### config.mk
export PLATFORM = sky130hd
export DESIGN_NAME = bp_seq
export DESIGN_NICKNAME = d
export VERILOG_FILES = /design/src/rtl/bp_seq.sv
export SDC_FILE = /design/constraint.sdc
export NUM_CORES = 1
export LEC_CHECK = 0
export ABC_CLOCK_PERIOD_IN_PS = 2500
export CORE_UTILIZATION = 35
export DETAILED_ROUTE_END_ITERATION = 8
export SLEW_MARGIN = 20
export SYNTH_ARGS = -nofsm -noshare
export SYNTH_HDL_FRONTEND = slang
export SYNTH_SLANG_ARGS = --single-unit
### constraint.sdc
create_clock -name clk -period 2.5 [get_ports clk]
set_clock_uncertainty 0.15 [all_clocks]
set_input_delay 0.25 -clock clk [delete_from_list [all_inputs] [get_ports clk]]
set_output_delay 0.25 -clock clk [all_outputs]
set_load 0.005 [all_outputs]
### src/rtl/bp_seq.sv
// Minibatch training sequencer: per-sample load / forward wait / accumulate,
// then per-epoch update and accumulator clear, repeated for N_EPOCH epochs.
module bp_seq #(
  parameter int N_SAMPLE = 4,
  parameter int FWD_LAT  = 3,
  parameter int N_EPOCH  = 100,
  parameter int ADDR_W   = 8,
  parameter int EPOCH_W  = 16
) (
  input  logic               clk,
  input  logic               rst,
  input  logic               i_start,
  input  logic               i_abort,
  output logic               o_ld,
  output logic [ADDR_W-1:0]  o_addr,
  output logic               o_accu,
  output logic               o_upd,
  output logic               o_acc_clr,
  output logic [EPOCH_W-1:0] o_epoch,
  output logic               o_busy,
  output logic               o_done
);

  localparam int LAT_W = (FWD_LAT > 1) ? $clog2(FWD_LAT) : 1;
  localparam logic [LAT_W-1:0]   LAT_LAST   = LAT_W'(FWD_LAT - 1);
  localparam logic [ADDR_W-1:0]  ADDR_LAST  = ADDR_W'(N_SAMPLE - 1);
  localparam logic [EPOCH_W-1:0] EPOCH_LAST = EPOCH_W'(N_EPOCH - 1);

  typedef enum logic [2:0] {
    S_IDLE,
    S_CLR0,
    S_LOAD,
    S_FWD,
    S_ACCU,
    S_UPD,
    S_CLR,
    S_DONE
  } state_t;

  state_t             r_state;
  state_t             w_state_next;
  logic [LAT_W-1:0]   r_lat;
  logic [LAT_W-1:0]   w_lat_next;
  logic [ADDR_W-1:0]  r_addr;
  logic [ADDR_W-1:0]  w_addr_next;
  logic [EPOCH_W-1:0] r_epoch;
  logic [EPOCH_W-1:0] w_epoch_next;
  logic               w_abort;

  logic r_ld;
  logic r_accu;
  logic r_upd;
  logic r_acc_clr;
  logic r_busy;
  logic r_done;

  assign w_abort = i_abort && (r_state != S_IDLE);

  always_comb begin
    w_state_next = r_state;
    w_lat_next   = r_lat;
    w_addr_next  = r_addr;
    w_epoch_next = r_epoch;
    case (r_state)
      S_IDLE: begin
        if (i_start) w_state_next = S_CLR0;
      end
      S_CLR0: begin
        w_addr_next  = '0;
        w_epoch_next = '0;
        w_state_next = S_LOAD;
      end
      S_LOAD: begin
        w_lat_next   = '0;
        w_state_next = S_FWD;
      end
      S_FWD: begin
        if (r_lat == LAT_LAST) w_state_next = S_ACCU;
        else                   w_lat_next   = r_lat + LAT_W'(1);
      end
      S_ACCU: begin
        if (r_addr == ADDR_LAST) begin
          w_state_next = S_UPD;
        end else begin
          w_addr_next  = r_addr + ADDR_W'(1);
          w_state_next = S_LOAD;
        end
      end
      S_UPD: begin
        w_state_next = S_CLR;
      end
      S_CLR: begin
        w_addr_next  = '0;
        w_epoch_next = r_epoch + EPOCH_W'(1);
        if (r_epoch == EPOCH_LAST) w_state_next = S_DONE;
        else                       w_state_next = S_LOAD;
      end
      S_DONE: begin
        w_state_next = S_IDLE;
      end
      default: begin
        w_state_next = S_IDLE;
      end
    endcase
    // Abort overrides whatever the state scheduled: back to IDLE, epoch count kept.
    if (w_abort) begin
      w_state_next = S_IDLE;
      w_lat_next   = r_lat;
      w_addr_next  = '0;
      w_epoch_next = r_epoch;
    end
  end

  always_ff @(posedge clk or posedge rst) begin
    if (rst) begin
      r_state <= S_IDLE;
      r_lat   <= '0;
      r_addr  <= '0;
      r_epoch <= '0;
    end else begin
      r_state <= w_state_next;
      r_lat   <= w_lat_next;
      r_addr  <= w_addr_next;
      r_epoch <= w_epoch_next;
    end
  end

  // Strobes are registered from the next-state decode so each is high for
  // exactly the cycle spent in its state; abort maps to a lone clear.
  always_ff @(posedge clk or posedge rst) begin
    if (rst) begin
      r_ld      <= 1'b0;
      r_accu    <= 1'b0;
      r_upd     <= 1'b0;
      r_acc_clr <= 1'b0;
      r_busy    <= 1'b0;
      r_done    <= 1'b0;
    end else begin
      r_ld      <= (w_state_next == S_LOAD);
      r_accu    <= (w_state_next == S_ACCU);
      r_upd     <= (w_state_next == S_UPD);
      r_acc_clr <= (w_state_next == S_CLR0) || (w_state_next == S_CLR) || w_abort;
      r_busy    <= (w_state_next != S_IDLE);
      r_done    <= (w_state_next == S_DONE);
    end
  end

  assign o_ld      = r_ld;
  assign o_accu    = r_accu;
  assign o_upd     = r_upd;
  assign o_acc_clr = r_acc_clr;
  assign o_busy    = r_busy;
  assign o_done    = r_done;
  assign o_addr    = r_addr;
  assign o_epoch   = r_epoch;

endmodule

# Word-level counts from Yosys, hierarchy flattened
# Index checks and enable logic that the tools add are counted.
totals:
  regBits: 35
classes:
  bitwise: 1
  n_reduce_logical: 13
  n_eq_ne: 18
  muxes: 12
  add_sub_neg: 3
op_table:
  columns: ["op", "n"]
  rows:
  - ["$pmux W16 S2", 1]
  - ["$eq A3 B3 Y1 const B", 8]
  - ["$pmux W3 S8", 1]
  - ["$add A16 B1 Y16 const B", 1]
  - ["$eq A16 B7 Y1 const B", 1]
  - ["$mux W8", 2]
  - ["$pmux W8 S2", 1]
  - ["$mux W3", 5]
  - ["$eq A3 B2 Y1 const B", 3]
  - ["$reduce_bool A3 Y1", 3]
  - ["$add A8 B1 Y8 const B", 1]
  - ["$eq A8 B2 Y1 const B", 1]
  - ["$eq A3 B1 Y1 const B", 2]
  - ["$pmux W2 S2", 1]
  - ["$reduce_and A2 Y1", 2]
  - ["$reduce_bool A2 Y1", 2]
  - ["$logic_not A3 Y1", 1]
  - ["$ne A3 B3 Y1 const B", 1]
  - ["$reduce_and A3 Y1", 1]
  - ["$add A2 B1 Y2 const B", 1]
  - ["$eq A2 B2 Y1 const B", 1]
  - ["$logic_or A1 B1 Y1", 2]
  - ["$mux W2", 1]
  - ["$ne A2 B2 Y1 const B", 1]
  - ["other kinds (3)", 3]

# Logic depth before layout (Yosys ltp)
# Gate-level depths: netlist of run 1.
depth:
  ltp_word: 7
  depth_mapped: 7

# Least setup slack after synthesis of run 1
# No wires, ideal clock.
synth_path:
  path_kind: "reg2reg"
  startpoint: "register r_addr[0] (netlist: o_addr[0])"
  endpoint: "register r_accu (netlist: o_accu)"
  setup_ns: 0.086
  slack_ns: 0.579
  arrival_time_ns: 1.685
  period_less_slack_ns: 1.921
  path_stages_with_launch: 7
  path_buffers: 0
  required_time_ns: 2.264
  path_cell_list: "dfrtp_1 ha_1 nor4b_1 and3_1 o311ai_1 inv_1 nor3_1"
synth_between:
  elab_chain_cells: 5
synth_rtl:
  columns: ["item", "line_no", "rtl"]
  rows:
  - ["start: declaration", "44", "logic [ADDR_W-1:0] r_addr;"]
  - ["start signal: assignment", "123", "r_addr <= w_addr_next;"]
  - ["$eq A8 B2 Y1", "82", "if (r_addr == ADDR_LAST) begin"]
  - ["$mux W3", "82", null]
  - ["$pmux W3 S8", "64", "case (r_state)"]
  - ["$mux W3", "106", "if (w_abort) begin"]
  - ["net w_state_next[0]", "41", "state_t w_state_next;"]
  - ["$eq A3 B3 Y1", "140", "r_accu <= (w_state_next == S_ACCU);"]
  - ["end signal: assignment", "140", null]
  - ["end: declaration", "51", "logic r_accu;"]
# The timed path passes the listed nets, and every way through them passes these cells.
# A chain may end at the register's enable or synchronous reset.

# Final worst setup path of run 1
layout_path:
  startpoint: "register r_addr[0] (netlist: o_addr[0])"
  endpoint: "register r_addr[7] (netlist: o_addr[7])"
layout_between:
  elab_chain_cells: 4
  elab_cells_between_ends: 7
  classes_between: "add/sub (1); eq/ne (2); mux (3); reduce/logical (1)"
layout_rtl:
  columns: ["item", "line_no", "rtl"]
  rows:
  - ["$add A8 B1 Y8", "85", "w_addr_next = r_addr + ADDR_W'(1);"]
  - ["$mux W8", "82", null]
  - ["$pmux W8 S2", "64", null]
  - ["$mux W8", "106", null]
# Several ways; a longest one is shown, not always the timed one. The select of a mux whose other input is x is not followed.

==> metrics, run 1 <==
status completed; cell internal pwr 1.02 mW; Row Count 25; die width 74.2 um; Final Core Density 0.483; DP HPWL 2730 um; top cells by area, synth dfrtp_1 (48%), xor2_1 (8.2%), nor2_1 (5.5%); power per cell area 616 nW/um^2; number of H-tree levels 2; Die ar. 5510 sq um; DRC 0; Pleak 1.01 nW; Fillers 488; clk buf depth 2; first drt pass iteration count 4; Clk pwr share 0.305; Switch Pwr 0.436 mW; Yosys top cell area share 0.479; CTS Buf Count 5; layout cells sized above 1 0.0759; total congestion overflow 0; Crit path largest cell delay 520 ps; syn_nets 191; worst hold margin 215 ps; most common cell after layout, fill and taps aside dfrtp_1; EDFF count, synth 0; post_cts resized 0; WP buf/inv 0; CP Class register to register; Post-synth ARST share 1.00; crit-path max FO 6; Slew Viols, Final 0; CTS tree done; DRT iter0 DRCs 68; post-CTS setup buffers 0; Slew headroom 0.579; Antenna Nets Post-Route 0; Final setup violation count 0; global router's overall resource usage 0.158; DP Worst Slack 334 ps; hold crit path type primary input to async pin; CP max stage cell nor4b_1; initial antenna violation count 0; delay-heaviest family, CP simple AND/OR/NAND/NOR gates; most frequent cells in the layout dfrtp_1 (35), clkdlybuf4s50_1 (33), nor2_1 (27); Vias per Instance 5.05; max_cap viols 0; IO Pins 34; Final Hold Viols 0; ant diodes 0; Placement Cell Area 2260 sq um; Arrival @ worst endpoint 2200 ps; clock transition at the registers of the reported paths 70 ps; Area Growth Syn to Fin 29.0%; Synth Cell Area 1830 sq um; vias post-DR 1471; largest net degree at the start of global routing 36; hold-fix buffers at CTS 0; sequential fraction of the synthesis area 0.479; # clock sinks 35; power share of the combinational group 0.235; Gate Count Post-Synth 184; Final Critical Period 2190 ps; Final period util 0.877; per-cell routed wire length 13.2 um; Synth Warn # 0; number of distinct library cells after synthesis 37; Main synth FF type dfrtp_1; final net count 230; Switching Share 0.300; Max VDD drop 0.000261 V; Total Neg Setup Slack 0 ps; Port-buffer cells 33; Critical Path Source Type register; crit path cell chain ha_1 -> nor4b_1 -> a21boi_1 -> nand4_1 -> xor2_1 -> nor2_1; Syn Area/Cell 9.93 sq um; Die Y 74.2 um; final instance area 2360 sq um; leading area contributor after synthesis dfrtp_1; gp weighted congestion 0.785; vias in the first global route 1315; synthesis-stage register bit count 35; Clk Latency, worst-skew pair 280 ps; Worst EP required 2510 ps; Initial Utilization 0.374; global-route wire length before repair 6510 um; core area 4880 sq um; Flop pwr share 0.459; CTS Root Cell clkbuf_8; Slew @ Worst Pin 630 ps; Peak Freq 456 MHz; worst setup margin 308 ps; RSZ-0062 raised after global routing false; crit path capture type register; final wirelength 3840 um
synthesized netlist by cell type (3+ instances only):
cell type and n:
and3_1 3, clkbuf_1 4, nor2b_1 3, nor2_1 27, nand2b_1 3, ha_1 3
nor3_1 4, and4_1 3, xnor2_1 4, nand3_1 7, inv_1 5, xor2_1 17
a21oi_1 6, dfrtp_1 35, nand3b_1 3, nand4_1 10, nor4b_1 4, o21ai_0 5
nand2_1 15
layer usage:
metal | track usage | share of wire
met1 | 0.238 | 0.52
met2 | 0.217 | 0.43
met3 | 0.0298 | 0.027
met4 | 0.0755 | 0.020
met5 | 0 | 0
power groups by stage:
stage	clock, mW	combinational (mW)	sequential, mW
floorplan	0	0.237	0.655
global placement	0	0.341	0.676
detailed placement	0	0.346	0.676
CTS	0.461	0.348	0.666
global route	0.479	0.388	0.678
finish	0.443	0.341	0.667
worst paths after layout:
check	to	depth (start not counted)	startpoint	slack [ps]
min	o_epoch[14]	3	rst	220
max	o_addr[7]	6	o_addr[0]	310
min reg2reg	r_lat[1]	1	r_lat[1]	390
max reg2reg	o_addr[7]	6	o_addr[0]	310
max in group asynchronous	r_state[1]	3	rst	1680
min in group clk	r_lat[1]	1	r_lat[1]	390
tightest hold or removal path, delay by kind of cell:
family                 cells  cell delay (ps)
buffers and inverters      3              830
stage by stage:
step	std cells	total power [mW]
after floorplan	184	0.892
after global placement	283	1.02
after detailed placement	283	1.02
after CTS	291	1.48
after global routing	291	1.54
final	291	1.45
state kept, by name, summed over array words and instances, names as in the netlist:
name       count
o_acc_clr      1
o_accu         1
o_addr         8
o_busy         1
o_done         1
o_epoch       16
o_ld           1
o_upd          1
r_lat          2
r_state        3
cell type report:
| class | instances | area, sq um | share of cell area |
|---|---|---|---|
| tap | 67 | 83.8 | 0.0356 |
| inverter | 5 | 18.8 | 0.00796 |
| sequential | 35 | 876 | 0.372 |
| timing repair buffer | 37 | 360 | 0.153 |
| clock buffer | 8 | 100 | 0.0425 |
| multi-input combinational | 139 | 918 | 0.390 |
logic make-up (layout without fill, tap and decap cells):
family,count (synthesis),after routing,share of synthesized area
xor+xnor,21,21,0.101
flops,35,35,0.479
fa+ha+maj,3,3,0.0206
buf+inv,10,50,0.0212
compound gates,23,23,0.103
simple gates,90,90,0.264
mux,2,2,0.0110
(Power assumes the default switching activity.)
==> run 2: changes to the inputs <==
==> constraint.sdc (replaced) <==
create_clock -name clk -period 2.5 [get_ports clk]
set_clock_uncertainty 0.15 [all_clocks]
set_input_delay 0.5 -clock clk [delete_from_list [all_inputs] [get_ports clk]]
set_output_delay 0.5 -clock clk [all_outputs]
set_load 0.005 [all_outputs]
==> run 2 against run 1 <==
Effect of this change:
- final cell count up 1.4%
- cell area is 2.8% higher
- critical path depth up 1
- critical path type unchanged
- largest cell class unchanged
==> metrics, run 2 (synthesized netlist as in run 1, its figures left out) <==
vias in the first global route 1353 (+2.9%); largest net degree at the start of global routing 36 (unchanged); Row Count 25 (unchanged); Antenna Nets Post-Route 0 (unchanged); Switching Share 0.285 (-0.0159); most frequent cells in the layout dfrtp_1 (35), clkdlybuf4s50_1 (33), nor2_1 (27); # clock sinks 35 (unchanged); Reg2Reg Depth 7 (+1); Largest register FFs 16 (unchanged); Worst EP required 2550 ps (+40 ps); die width 74.2 um (unchanged); CTS Buf Count 5 (unchanged); DP HPWL 2820 um (+3.3%); worst hold margin 405 ps (+189 ps); clock transition at the registers of the reported paths 80 ps (about the same); IO Pins 34 (unchanged); Final Core Density 0.497 (+0.0136); initial antenna violation count 0 (unchanged); total congestion overflow 0 (unchanged); global-route wire length before repair 6530 um (+0.43%); Arrival @ worst endpoint 2310 ps (+110 ps); Slew headroom 0.619 (+0.0400); global router's overall resource usage 0.159 (+0.000438); Fillers 471 (-3.5%); hold crit path type register to register; final net count 234 (+1.7%); WP buf/inv 2 (+2); final wirelength 4030 um (+4.9%); Port-buffer cells 33 (unchanged); Final Hold Viols 0 (unchanged); worst hold stages 1; gp weighted congestion 0.760 (-3.1%); DRT iter0 DRCs 92 (+35%); Final period util 0.905 (+0.0285); Max VDD drop 0.000288 V (+10%); power share of the combinational group 0.223 (-0.012); crit path capture type register; Peak Freq 442 MHz (-3.2%); Crit path largest cell delay 490 ps (-30 ps); hold-fix buffers at CTS 0 (unchanged); Slew @ Worst Pin 563 ps (-67.0 ps); RSZ-0062 raised after global routing false; Clk Latency, worst-skew pair 290 ps (about the same); core area 4880 sq um (unchanged); number of H-tree levels 2 (unchanged); Switch Pwr 0.465 mW (+6.7%); CP Class register to register; most common cell after layout, fill and taps aside dfrtp_1; delay-heaviest family, CP simple AND/OR/NAND/NOR gates; Final Critical Period 2260 ps (+71.3 ps); Clk pwr share 0.378 (+0.073); max_cap viols 0 (unchanged); ant diodes 0 (unchanged); post_cts resized 0 (unchanged); crit-path max FO 6 (unchanged); Pleak 1.04 nW (+3.3%); CP max stage cell o311ai_1; status completed; Flop pwr share 0.399 (-0.060); Vias per Instance 5.05 (about the same); Total Neg Setup Slack 0 ps (unchanged); first drt pass iteration count 4 (unchanged); Critical Path Stages 7 (+1); DRC 0 (unchanged); CTS Root Cell clkbuf_8; Die Y 74.2 um (unchanged); vias post-DR 1491 (+1.4%); Die ar. 5510 sq um (unchanged); clk buf depth 2 (unchanged); Total Power 1.64 mW (+13%); layout cells sized above 1 0.0965 (+0.0206); Final setup violation count 0 (unchanged); power per cell area 675 nW/um^2 (+9.6%); CTS tree done; cell internal pwr 1.17 mW (+15%); post-CTS setup buffers 0 (unchanged); Area Growth Syn to Fin 32.7%; per-cell routed wire length 13.6 um (+3.5%); Critical Path Source Type register; Slew Viols, Final 0 (unchanged); crit path cell chain ha_1 -> nor4b_1 -> buf_4 -> and3_1 -> o311ai_1 -> inv_1 -> nor3_1; Initial Utilization 0.374 (unchanged)
==> run 2: changes by cell type in the layout (fill, tap and decap cells not counted) <==
cell        previous run  this run
buf_4                  4         8
bufinv_16              0         2
clkbuf_1               1         0
clkbuf_8               7         5
clkinvlp_4             0         1
==> run 2: power groups by stage <==
stage / registers (mW) / logic [mW] / clock network (mW)
after floorplan: 0.655 / 0.237 / 0
after global placement: 0.662 / 0.362 / 0
after detailed placement: 0.662 / 0.367 / 0
after CTS: 0.652 / 0.368 / 0.631
after global routing: 0.662 / 0.405 / 0.653
final: 0.653 / 0.364 / 0.619
==> run 2: cell type report <==
class | instances | area [sq um] | share of cell area
Tap cell | 67 | 83.8 | 0.0346
Inverter | 5 | 18.8 | 0.00774
Multi-Input combinational cell | 139 | 918 | 0.379
Timing Repair Buffer | 41 | 390 | 0.161
Clock buffer | 5 | 68.8 | 0.0284
Clock inverter | 3 | 67.6 | 0.0279
Sequential cell | 35 | 876 | 0.361
==> run 2: stage by stage <==
stage,cells,worst slack (ps),cell area [sq um]
after floorplan,184,579,1830
after global placement,287,368,2290
after detailed placement,287,278,2290
after CTS,295,263,2420
after global routing,295,95.5,2420
final,295,236,2420
==> run 2: worst paths after layout <==
check / startpoint / to / slack, ps
min in group asynchronous: rst / o_accu / 470
worst min-delay path: r_lat[1] / r_lat[1] / 400
max in group asynchronous: rst / r_state[1] / 1420
worst max register to register: o_addr[0] / o_accu / 240
worst min register to register: r_lat[1] / r_lat[1] / 400
worst max-delay path: o_addr[0] / o_accu / 240
==> run 2: routing by layer <==
metal / track usage / part of all wire / vias to the layer above
li1: - / - / 740
met1: 0.230 / 0.50 / 723
met2: 0.228 / 0.45 / 22
met3: 0.0379 / 0.028 / 6
met4: 0.0629 / 0.016 / 0
met5: 0 / 0 / -
==> run 3: changes to the inputs <==
Settings changed: ABC_CLOCK_PERIOD_IN_PS 2500 to 2600.
Clock period 2.5 ns to 2.6 ns, I/O delays scaled along.
==> run 3 against run 2 <==
Effect of this change:
- cell area is 1.7% lower
- sequential share of layout area increased by 0.63 points
- final cell count down 1.0%
- critical endpoint unchanged
- wire length fell by 5.4%
- combinational power is 8.0% lower
- clock power decreased by 18%
- count of clock-buffer cells in the layout grew 1
- critical path depth unchanged
- sequential cell count unchanged
- maximum frequency grew 3.5%
- largest cell class unchanged
- first-iteration DRC count is 35% lower
- sequential power shrank 3%
==> metrics, run 3 (synthesized netlist as in run 1, its figures left out) <==
Pleak 1.02 nW (-1.8%); Total Neg Setup Slack 0 ps (unchanged); final std cells w/o fill 292 (-1.0%); CTS Buf Count 5 (unchanged); DP HPWL 2760 um (-2.3%); worst setup margin 413 ps (+177 ps); Clk Latency, worst-skew pair 280 ps (about the same); vias post-DR 1419 (-4.8%); RSZ-0062 raised after global routing false; Area Growth Syn to Fin 30.4%; total congestion overflow 0 (unchanged); CTS Root Cell clkbuf_8; M3 GR Usage 0.0407 (+0.00271); Slew Viols, Final 0 (unchanged); Storage cell area 876 sq um (unchanged); Vias per Instance 4.86 (-3.9%); clock transition at the registers of the reported paths 70 ps (about the same); core area 4880 sq um (unchanged); cell internal pwr 1.05 mW (-11%); layout cells sized above 1 0.0844 (-0.0120); Clk pwr share 0.342 (-0.036); crit path capture type register; Switching Share 0.292 (+0.00698); Max VDD drop 0.000284 V (-1.3%); post_cts resized 0 (unchanged); CTS tree done; crit-path max FO 6 (unchanged); first drt pass iteration count 4 (unchanged); met2 usage 0.225 (-0.00303); die width 74.2 um (unchanged); Flop pwr share 0.431 (+0.032); largest net degree at the start of global routing 36 (unchanged); power per cell area 620 nW/um^2 (-8.2%); Peak Freq 457 MHz (+3.5%); final net count 231 (-1.3%); Die Y 74.2 um (unchanged); hold-fix buffers at CTS 0 (unchanged); DP Worst Slack 372 ps (+94.0 ps); initial antenna violation count 0 (unchanged); CP max stage cell o311ai_1; grt met1 use 0.222 (-0.00721); DRT iter0 DRCs 60 (-35%); CP Class register to register; DRC 0 (unchanged); max_cap viols 0 (unchanged); global router's overall resource usage 0.155 (-0.00353); Final period util 0.841 (-0.0644); Arrival @ worst endpoint 2230 ps (-80 ps); vias in the first global route 1370 (+1.3%); number of H-tree levels 2 (unchanged); Largest register FFs 16 (unchanged); power share of the combinational group 0.227 (+0.004); most crowded layer after global routing met2; most frequent cells in the layout dfrtp_1 (35), clkdlybuf4s50_1 (33), nor2_1 (27); multi-input logic area 918 sq um (unchanged); most common cell after layout, fill and taps aside dfrtp_1; clk buf depth 2 (unchanged); post-CTS setup buffers 0 (unchanged); crit path cell chain ha_1 -> nor4bb_1 -> nand3_1 -> nor2_1 -> o311ai_1 -> inv_1 -> nor3_1; Crit path largest cell delay 530 ps (+40 ps); gp weighted congestion 0.759 (-0.18%); WP buf/inv 1 (-1); Critical Path Start o_epoch[0]; Final Hold Viols 0 (unchanged); final wirelength 3810 um (-5.4%); Fillers 486 (+3.2%); per-cell routed wire length 13.0 um (-4.4%); hold crit path type register to register; Final Core Density 0.488 (-0.00846); Worst EP required 2640 ps (+90 ps); Antenna Nets Post-Route 0 (unchanged); Initial Utilization 0.374 (unchanged); Switch Pwr 0.430 mW (-7.5%); global-route wire length before repair 6420 um (-1.7%); Critical Path Stages 7 (unchanged); Port-buffer cells 33 (unchanged); Slew headroom 0.604 (-0.0150); worst hold stages 1 (unchanged); hold_sp r_lat[1]; worst hold margin 390 ps (-14.2 ps); Slew @ Worst Pin 580 ps (+16.4 ps); IO Pins 34 (unchanged); ant diodes 0 (unchanged); status completed; dpl cells 284 (-1.0%); delay-heaviest family, CP simple AND/OR/NAND/NOR gates; # clock sinks 35 (unchanged); Final setup violation count 0 (unchanged); Reg2Reg Depth 7 (unchanged); Final Critical Period 2190 ps (-76.9 ps); Critical Path Source Type register; Reg2Reg Launch Point o_epoch[0]; Die ar. 5510 sq um (unchanged); Row Count 25 (unchanged)
[run 3: routing by layer]
metal	wire, um	share of wire
met2	1710	0.45
met1	1930	0.51
met4	48	0.013
met5	0	0
met3	118	0.031
[run 3: power by group through the flow]
stage / registers, mW / logic [mW] / clock network (mW)
2_1_floorplan: 0.629 / 0.228 / 0
3_3_place_gp: 0.641 / 0.335 / 0
3_5_place_dp: 0.645 / 0.341 / 0
4_1_cts: 0.635 / 0.342 / 0.526
5_1_grt: 0.641 / 0.382 / 0.553
6_report: 0.636 / 0.335 / 0.505
[run 3: final cells by class]
type	instances	area share
multi-input cells	139	0.386
flip-flops and latches	35	0.368
repair buffers	38	0.154
well taps	67	0.0352
clock buffers	6	0.0347
clock inverters	2	0.0147
inverters	5	0.00788
[run 3: worst paths after layout]
path | end | slack, ps
max | o_accu | 410
min | r_lat[1] | 390
max reg2reg | o_accu | 410
min reg2reg | r_lat[1] | 390
max in group asynchronous | r_state[1] | 1500
min in group asynchronous | o_epoch[13] | 490
[run 3: worst register-to-register path, cell delays in order (launching register included)]
cell      delay (ps)
dfrtp_1          450
ha_1             260
nor4bb_1         150
nand3_1          130
nor2_1            70
o311ai_1         530
inv_1            150
nor3_1           210
[run 3: through the flow]
| step | power [mW] | instance area [sq um] |
|---|---|---|
| final | 1.48 | 2380 |
| after global routing | 1.58 | 2380 |
| after CTS | 1.50 | 2380 |
| after detailed placement | 0.987 | 2260 |
| after global placement | 0.976 | 2260 |
| after floorplan | 0.857 | 1830 |
